## src/rtl/usb3_tx_hdr_pkg.sv

```systemverilog
// Shared definitions for the USB3 TX header arbiter: TP/DPH field layouts,
// grant encodings and the arbiter state type.
package usb3_tx_hdr_pkg;

   // TP field layout, MSB first: retry, dir, subtype, endp, nump, seq, stream
   localparam int TP_FIELDS_W    = 36;
   localparam int TP_STREAM_LSB  = 0;   // [15:0]
   localparam int TP_SEQ_LSB     = 16;  // [20:16]
   localparam int TP_NUMP_LSB    = 21;  // [25:21]
   localparam int TP_ENDP_LSB    = 26;  // [29:26]
   localparam int TP_SUBTYPE_LSB = 30;  // [33:30]
   localparam int TP_DIR_BIT     = 34;
   localparam int TP_RETRY_BIT   = 35;

   // DPH field layout, MSB first: eob, dir, endp, seq, len
   localparam int DPH_FIELDS_W   = 27;
   localparam int DPH_LEN_LSB    = 0;   // [15:0]
   localparam int DPH_SEQ_LSB    = 16;  // [20:16]
   localparam int DPH_ENDP_LSB   = 21;  // [24:21]
   localparam int DPH_DIR_BIT    = 25;
   localparam int DPH_EOB_BIT    = 26;

   localparam logic [1:0] GNT_A   = 2'd0;
   localparam logic [1:0] GNT_B   = 2'd1;
   localparam logic [1:0] GNT_C   = 2'd2;
   localparam logic [1:0] GNT_DPH = 2'd3;

   typedef enum logic [1:0] {
      ST_IDLE  = 2'd0,
      ST_ISSUE = 2'd1,
      ST_DPP   = 2'd2,
      ST_DONE  = 2'd3
   } arb_state_t;

endpackage

```

## src/rtl/usb3_rr_pick4.sv

```systemverilog
// Combinational 4-way round-robin picker.
//   req    : request vector (bit index = requester id)
//   rr     : round-robin pointer; search starts here and wraps upward
//   onehot : one-hot grant (zero when no request)
//   idx    : index of the granted requester (meaningful when any=1)
//   any    : at least one request present
module usb3_rr_pick4 (
   input  logic [3:0] req,
   input  logic [1:0] rr,
   output logic [3:0] onehot,
   output logic [1:0] idx,
   output logic       any
);

   logic [3:0] rot;
   logic [1:0] off;

   always_comb begin
      // rotate so the pointer position lands at bit 0
      rot = 4'({req, req} >> rr);
      off = 2'd0;
      // descending scan leaves the lowest set offset in off
      for (int i = 3; i >= 0; i--) begin
         if (rot[i]) off = 2'(i);
      end
      idx    = rr + off;
      any    = |req;
      onehot = any ? (4'b0001 << idx) : 4'b0000;
   end

endmodule

```

## src/rtl/usb3_tx_hdr_arbiter.sv

```systemverilog
// Round-robin arbiter sharing the link header TX port between TP channels
// A/B/C and the DPH channel. Holds the grant through header acceptance and,
// for DPH, until the DPP completes. A watchdog aborts unserviced grants.
//   clk, reset       : clock, synchronous active-high reset
//   tp_req/tp_fields : TP channel requests (level) and packed fields
//   tp_ack           : per-channel pulse when its TP was accepted
//   dph_req/fields   : DPH request (level) and packed fields
//   dph_ack/dph_done : DPH accepted / DPP finished pulses
//   link_hdr_*       : registered header request to the link
//   link_hdr_ack     : link accepted the header
//   link_dpp_done    : link finished the DPP
//   timeout_err      : pulse on watchdog abort
//   grant_id         : current/last grantee (0=A,1=B,2=C,3=DPH)
module usb3_tx_hdr_arbiter
   import usb3_tx_hdr_pkg::*;
#(
   parameter int TIMEOUT_CYCLES = 1023,
   parameter int CNT_W          = 10
) (
   input  logic                        clk,
   input  logic                        reset,
   input  logic [2:0]                  tp_req,
   input  logic [2:0][TP_FIELDS_W-1:0] tp_fields,
   output logic [2:0]                  tp_ack,
   input  logic                        dph_req,
   input  logic [DPH_FIELDS_W-1:0]     dph_fields,
   output logic                        dph_ack,
   output logic                        dph_done,
   output logic                        link_hdr_valid,
   output logic                        link_hdr_is_dph,
   output logic [TP_FIELDS_W-1:0]      link_hdr_fields,
   input  logic                        link_hdr_ack,
   input  logic                        link_dpp_done,
   output logic                        timeout_err,
   output logic [1:0]                  grant_id
);

   arb_state_t             state;
   logic [1:0]             rr;
   logic [CNT_W-1:0]       wd_cnt;
   logic                   wd_hit;
   logic [3:0]             pick_onehot;
   logic [1:0]             pick_idx;
   logic                   pick_any;
   logic [TP_FIELDS_W-1:0] pick_fields;

   usb3_rr_pick4 u_pick (
      .req    ({dph_req, tp_req}),
      .rr     (rr),
      .onehot (pick_onehot),
      .idx    (pick_idx),
      .any    (pick_any)
   );

   // The counter is at TIMEOUT_CYCLES-1 during the last allowed cycle, so
   // the abort lands exactly TIMEOUT_CYCLES cycles after entering the state.
   assign wd_hit = (wd_cnt == CNT_W'(TIMEOUT_CYCLES - 1));

   always_comb begin
      pick_fields = tp_fields[pick_onehot[2] ? 2 : (pick_onehot[1] ? 1 : 0)];
      if (pick_idx == GNT_DPH)
         pick_fields = {{(TP_FIELDS_W-DPH_FIELDS_W){1'b0}}, dph_fields};
   end

   always_ff @(posedge clk) begin
      if (reset) begin
         state           <= ST_IDLE;
         rr              <= 2'd0;
         wd_cnt          <= '0;
         grant_id        <= 2'd0;
         link_hdr_valid  <= 1'b0;
         link_hdr_is_dph <= 1'b0;
         link_hdr_fields <= '0;
         tp_ack          <= 3'b000;
         dph_ack         <= 1'b0;
         dph_done        <= 1'b0;
         timeout_err     <= 1'b0;
      end else begin
         tp_ack      <= 3'b000;
         dph_ack     <= 1'b0;
         dph_done    <= 1'b0;
         timeout_err <= 1'b0;
         case (state)
            ST_IDLE: begin
               if (pick_any) begin
                  grant_id        <= pick_idx;
                  link_hdr_is_dph <= (pick_idx == GNT_DPH);
                  link_hdr_fields <= pick_fields;
                  link_hdr_valid  <= 1'b1;
                  wd_cnt          <= '0;
                  state           <= ST_ISSUE;
               end
            end
            ST_ISSUE: begin
               // an ack in the same cycle as the watchdog limit still wins
               if (link_hdr_ack) begin
                  link_hdr_valid <= 1'b0;
                  if (grant_id == GNT_DPH) begin
                     dph_ack <= 1'b1;
                     wd_cnt  <= '0;
                     state   <= ST_DPP;
                  end else begin
                     tp_ack <= 3'b001 << grant_id;
                     state  <= ST_DONE;
                  end
               end else if (wd_hit) begin
                  timeout_err    <= 1'b1;
                  link_hdr_valid <= 1'b0;
                  rr             <= grant_id + 2'd1;
                  state          <= ST_IDLE;
               end else begin
                  wd_cnt <= wd_cnt + 1'b1;
               end
            end
            ST_DPP: begin
               if (link_dpp_done) begin
                  dph_done <= 1'b1;
                  state    <= ST_DONE;
               end else if (wd_hit) begin
                  timeout_err <= 1'b1;
                  rr          <= grant_id + 2'd1;
                  state       <= ST_IDLE;
               end else begin
                  wd_cnt <= wd_cnt + 1'b1;
               end
            end
            ST_DONE: begin
               // requests are not sampled here; the requester drops req
               // after seeing its ack/done
               rr    <= grant_id + 2'd1;
               state <= ST_IDLE;
            end
            default: state <= ST_IDLE;
         endcase
      end
   end

endmodule

```

## config.mk

```make
export PLATFORM = sky130hd
export DESIGN_NAME = usb3_tx_hdr_arbiter
export DESIGN_NICKNAME = d
export VERILOG_FILES = /design/src/rtl/usb3_tx_hdr_pkg.sv /design/src/rtl/usb3_rr_pick4.sv /design/src/rtl/usb3_tx_hdr_arbiter.sv
export SDC_FILE = /design/constraint.sdc
export NUM_CORES = 1
export LEC_CHECK = 0
export CAP_MARGIN = 15
export CORE_MARGIN = 2
export CORE_UTILIZATION = 40
export CTS_CLUSTER_SIZE = 20
export DETAILED_ROUTE_END_ITERATION = 12
export PLACE_DENSITY_LB_ADDON = 0.15
export REMOVE_ABC_BUFFERS = 1
export SETUP_SLACK_MARGIN = 0.5
export SYNTH_ARGS = -nofsm -noshare
export SYNTH_HDL_FRONTEND = slang
export SYNTH_SLANG_ARGS = --single-unit
export TNS_END_PERCENT = 1
```

## constraint.sdc

```tcl
create_clock -name clk -period 2.95 [get_ports clk]
set_input_delay 0.59 -clock clk [delete_from_list [all_inputs] [get_ports clk]]
set_output_delay 0.59 -clock clk [all_outputs]
set_load 0.05 [all_outputs]
```

Yosys cells after proc, flatten, opt, wreduce, memory -nomap -nowiden
Index checks and enable logic that the tools add are counted.
- magnitude comparators: 1
- multiplexer cells: 37
- shift-type cells: 3
- equal/unequal tests: 11
- add/sub/neg operators: 3
- reduce and logical (&&, ||, !) cells: 12
- bitwise gates (word level): 3
- operators with widths (cell ; count):
    $mux W36 ; 3
    $bmux W36 S2 ; 1
    $mux W10 ; 5
    $pmux W10 S3 ; 1
    $mux W2 ; 12
    $add A10 B1 Y10 const B ; 1
    $eq A10 B10 Y1 const B ; 1
    $mux W1 ; 10
    $eq A2 B2 Y1 const B ; 4
    $pmux W2 S4 ; 1
    $reduce_or A4 Y1 ; 2
    $shr A8 B2 Y4 ; 1
    $ne A2 B2 Y1 const B ; 3
    $ne A3 B3 Y1 const B ; 2
    $pmux W2 S3 ; 1
    $reduce_and A3 Y1 ; 2
    $reduce_bool A3 Y1 ; 2
    $shl A1 B2 Y3 const A ; 2
    $pmux W1 S2 ; 2
    $reduce_and A4 Y1 ; 1
    $lt A2 B3 Y1 const B ; 1
    $mux W3 ; 1
    $not A1 Y1 ; 3
    $reduce_or A3 Y1 ; 1
    7 further kinds ; 7
- word-level logic and storage cells: 81
- register bits after elaboration: 60
- output and inout bits: 46
- input bits: 143

Longest topological paths before layout
- depth in word-level cells: 14
- gate-level depth with buffers: 11

By module
From an unflattened synthesis, not the netlist that was laid out.
- cells, all modules: 458
- area, all modules: 3739.8 sq um
- by module, submodules not included (module ; seq. area each (sq um) ; area an instance (sq um) ; times used ; cells an instance):
    usb3_tx_hdr_arbiter ; 1201.2 ; 3474.6 ; 1 ; 420
    usb3_rr_pick4 ; 0.0 ; 265.3 ; 1 ; 38

Worst setup path after synthesis
OpenSTA, ideal clock, no wires.
- path type: input-to-reg
- start: in tp_req[0]
- end: reg link_hdr_fields[28]
- arrival time: 2699 ps
- cell stages on the path: 10
- required time: 2863 ps
- path buffers: 2
- slack: 164 ps
- cells stage by stage: buf_2 or4_1 o211ai_1 ha_1 xor2_2 clkbuf_1 nor3_1 mux2i_1 o2111ai_1 o31ai_1
- cells in the longest elaborated chain, start to end: 14
- ends and longest elaborated chain (element ; RTL line ; text):
    start, declared ; usb3_tx_hdr_arbiter.sv:22 ; input logic [2:0] tp_req,
    $shr A8 B2 Y4 ; usb3_rr_pick4.sv:20 ; rot = 4'({req, req} >> rr);
    $mux W2 (4 in a row) ; usb3_rr_pick4.sv:24 ; if (rot[i]) off = 2'(i);
    $add A2 B2 Y2 ; usb3_rr_pick4.sv:26 ; idx = rr + off;
    $shl A1 B2 Y3 ; usb3_rr_pick4.sv:28 ; onehot = any ? (4'b0001 << idx) : 4'b0000;
    $mux W3 ; usb3_rr_pick4.sv:28 ;
    $mux W1 ; usb3_tx_hdr_arbiter.sv:60 ; pick_fields = tp_fields[pick_onehot[2] ? 2 : (pick_onehot[1] ? 1 : 0)];
    $mux W2 ; usb3_tx_hdr_arbiter.sv:60 ;
    $bmux W36 S2 ; usb3_tx_hdr_arbiter.sv:60 ;
    $mux W36 (2 in a row) ; usb3_tx_hdr_arbiter.sv:60 ;
    $mux W36 ; usb3_tx_hdr_arbiter.sv:61 ; if (pick_idx == GNT_DPH)
    end signal, assigned ; usb3_tx_hdr_arbiter.sv:88 ; link_hdr_fields <= pick_fields;
    end, declared ; usb3_tx_hdr_arbiter.sv:31 ; output logic [TP_FIELDS_W-1:0] link_hdr_fields,
Several ways; a longest one is shown, not always the timed one. The select of a mux whose other input is x is not followed.
A chain may end at the register's enable or synchronous reset.

Worst setup path in the final report
- start: reg rr[0]
- end: reg link_hdr_fields[19]
- cells in the longest elaborated chain, start to end: 14
- ends and longest elaborated chain (element ; RTL line ; text):
    start, declared ; usb3_tx_hdr_arbiter.sv:39 ; logic [1:0] rr;
    start signal, assigned ; usb3_tx_hdr_arbiter.sv:109 ; rr <= grant_id + 2'd1;
    start signal, assigned ; usb3_tx_hdr_arbiter.sv:121 ; rr <= grant_id + 2'd1;
    start signal, assigned ; usb3_tx_hdr_arbiter.sv:130 ; rr <= grant_id + 2'd1;
    $shr A8 B2 Y4 ; usb3_rr_pick4.sv:20 ;
    $mux W2 (4 in a row) ; usb3_rr_pick4.sv:24 ;
    $add A2 B2 Y2 (*) ; usb3_rr_pick4.sv:26 ;
    $shl A1 B2 Y3 ; usb3_rr_pick4.sv:28 ;
    $mux W3 ; usb3_rr_pick4.sv:28 ;
    $mux W1 ; usb3_tx_hdr_arbiter.sv:60 ;
    $mux W2 ; usb3_tx_hdr_arbiter.sv:60 ;
    $bmux W36 S2 ; usb3_tx_hdr_arbiter.sv:60 ;
    $mux W36 (2 in a row) ; usb3_tx_hdr_arbiter.sv:60 ;
    $mux W36 (*) ; usb3_tx_hdr_arbiter.sv:61 ;
Mark *: on every way between the ends. The rest lies on a longest branch, timed or not. The select of a mux whose other input is x is not followed.

==> impl_metrics.csv <==
group,metric,value,unit
status,status,"completed",
setup_path,r2r-start,"rr[0]$_SDFFE_PP0P_",
drt,viasPerCell,5.90,
drt,drt-total-wl,16.8,mm
drt,wl_met3,1.02,mm
yosys,ys_types,57,
yosys,netlist_instances,529,
yosys,synth_warnings,0,
floorplanning,coreArea,10800,um2
place,dp_hpwl,11.6,mm
drt,drc,0,
clock_tree,htreeDepth,3,
yosys,synth_edf_count,0,
sta,finClkSkew,7.23,ps
drt,antenna_left,0,
yosys,ys_seq_elements,60,
floorplanning,ios,189,
layout,fin_area,7320,um2
yosys,synth_top_area_frac,0.273,
yosys,synth_top_cells_by_count,"60 x dfxtp_1, 58 x nor2_1, 44 x nor3_1",
place,dpl_worst_slack,-466,ps
layout,utilization,0.678,
power_and_ir_drop,powerDensity,421,nW/um2
global_routing,grt_pass1_wl,25.9,mm
clock_tree,cts_hold_buf,0,
layout,fillers,868,
place,routabilityCongestion,0.874,
global_routing,grtUsageTotal,0.279,
setup_path,crit_path_start_kind,"flop",
setup_path,crit_start,"rr[0]$_SDFFE_PP0P_",
global_routing,gr-total-overflow,0,
global_routing,grt_pass1_vias,5066,
yosys,synth_area,4400,um2
sta,slew_headroom,0.209,
yosys,post-synth-top-count-cell,"dfxtp_1",
clock_tree,cts-root-buf,"clkbuf_8",
sta,finalSetupViolations,0,
floorplanning,fp.dieW,109,um
setup_path,worst-path-max-fanout,8,
clock_tree,clk_pin_slew,70,ps
sta,period_needed,2530,ps
sta,hold_viol,0,
setup_path,crit_slowest_cell,"or4_4",
sta,finalSetupTns,0,ps
drt,post_drt_wl_per_cell,18.8,um
layout,layout.nets,898,
yosys,seq_area_frac_synth,0.273,
global_routing,grt_antenna_before_repair,0,
flow_run,max-cap-violations,0,
setup_path,max_stage_delay,530,ps
sta,worstMarginPinSlew,1180,ps
setup_path,cp_cell_sequence,"or4_4 -> o211ai_1 -> ha_4 -> xor2_2 -> buf_6 -> buf_6 -> nor2_2 -> mux2i_4 -> clkbuf_16 -> o221ai_2 -> o22ai_1",
place,io_buffers,188,
floorplanning,die_area,11800,um2
setup_path,crit_buf_inv,3,
setup_path,cp_data_required_time,3230,ps
drt,num_vias,5259,
sta,drv_slew,0,
drt,top_layer,"met4",
hold_path,worstHoldStart,"link_hdr_fields[28]$_SDFFE_PP0P_",
drt,wl_met2,8.54,mm
place,dp.cells,853,
sta,layout_setup_ws,420,ps
clock_tree,cts_sinks,60,
floorplanning,die_h,109,um
floorplanning,start_util,0.407,
sta,fmax,0.395,GHz
setup_path,critPathTopFamily,"simple AND/OR/NAND/NOR gates",
setup_path,arrival,2810,ps
drt,wl_met1,6.85,mm
yosys,synth_area_leader_cell,"dfxtp_1",
setup_path,crit_top_cell,"buf_6",
power_and_ir_drop,p_leak,2.74,nW
hold_path,worstHoldPathType,"reg2reg",
sta,rsz0062_at_grt,"yes",
drt,drtIter0Drc,387,
setup_path,critPathCaptureType,"flop",
place,placed_area,6700,um2
setup_path,criticalPathCategory,"reg2reg",
clock_tree,clk_latency,350,ps
yosys,synthFlopType,"dfxtp_1",
layout,instances_no_fill,892,
floorplanning,row_count,38,
clock_tree,cts_tree,"yes",
drt,dr.pass1.iters,5,
layout,post_route_cells_drive_above_1_share,0.191,
sta,period_share,0.857,
yosys,yosys-top-cells-area,"dfxtp_1 27%, mux2i_1 7.1%, o221ai_2 6.8%, nor3_1 5.0%, a32oi_1 5.0%",
power_and_ir_drop,peakVddDrop,0.237,mV
layout,n_antenna_cell,0,
layout,syn_to_final_growth,66.3,%
yosys,async_flop_share,0,
clock_tree,cts_buffer_depth,2,
clock_tree,numCtsBuffers,9,
global_routing,grt_max_degree,45,
yosys,syn_avg_cell_area,8.31,um2
==> where the power goes <==
part           switching (W)  internal (W)  leakage [nW]  total, W
clock               0.000373      0.000413         0.100  0.000786
combinational       0.000749      0.000592          2.15   0.00134
sequential         0.0000570      0.000893         0.494  0.000950
==> final cells by class <==
cell class              count  area, um2  area share
clock buffers              12        145      0.0198
clock inverters             4       48.8     0.00667
well taps                 140        175      0.0239
flip-flops and latches     60       1200       0.165
inverters                  11       41.3     0.00564
multi-input cells         411       3090       0.423
repair buffers            254       2610       0.356
==> state kept, by name, summed over array words and instances (netlist names) <==
register and cells:
tp_ack 3, link_hdr_valid 1, rr 2, wd_cnt 10, dph_done 1, grant_id 2, dph_ack 1, link_hdr_fields 36
state 2, timeout_err 1, link_hdr_is_dph 1
==> logic make-up after synthesis <==
kind of cell             synth area share
XOR/XNOR                           0.0313
flip-flops                          0.273
AO/OA/AOI/OAI                       0.303
multiplexers                       0.0808
AND/OR/NAND/NOR                     0.224
adder cells (fa/ha/maj)            0.0228
buffers and inverters              0.0654
==> per-stage QoR <==
stage | hold slack (ps) | power [W]
global placement | 437 | 0.00221
detailed placement | 443 | 0.00223
floorplan | 463 | 0.00165
finish | 459 | 0.00308
CTS | 459 | 0.00306
global route | 488 | 0.00321
==> worst reg2reg max path: cells and delay by family (launching register included) <==
kind	cells	cell delay, ps
mux	1	250
fa+ha+maj	1	200
simple gates	2	570
xor+xnor	1	180
compound gates	3	410
flops	1	370
buf+inv	3	500
==> routing by layer <==
| layer | global-route usage | vias to the layer above |
|---|---|---|
| met2 | 0.485 | 216 |
| met4 | 0.0824 | 0 |
| met3 | 0.0562 | 30 |
| li1 | - | 2469 |
| met5 | 0 | - |
| met1 | 0.347 | 2544 |
==> placed cells by master (no fill, tap or decap), types with 10 or more instances in the layout <==
| cell | n |
|---|---|
| nor3_1 | 44 |
| dfxtp_1 | 59 |
| o22ai_1 | 18 |
| a32oi_1 | 24 |
| buf_4 | 41 |
| clkdlybuf4s50_1 | 183 |
| nor2b_1 | 26 |
| o221ai_2 | 20 |
| nor2_1 | 55 |
| nand2_1 | 20 |
| buf_12 | 15 |
| a21oi_1 | 34 |
| inv_1 | 11 |
| o31ai_1 | 11 |
| clkbuf_8 | 10 |
| o21ai_0 | 10 |
| mux2i_1 | 31 |
| nand2b_1 | 11 |
==> worst paths after layout <==
check | cells after the start | to | slack, ps
worst max-delay path | 11 | link_hdr_fields[19]$_SDFFE_PP0P_ | 420
worst min-delay path | 2 | link_hdr_fields[28]$_SDFFE_PP0P_ | 460
worst max register to register | 11 | link_hdr_fields[19]$_SDFFE_PP0P_ | 420
worst min register to register | 2 | link_hdr_fields[28]$_SDFFE_PP0P_ | 460
==> what timing repair did <==
action / in CTS / in global routing
resized for setup: 38 / 8
setup buffers: 15 / 4
setup endpoints to repair: 39 / 38
gates cloned: 3 / 1
pin swaps: 22 / 6
No activity file was read; power rests on OpenSTA's default activity.
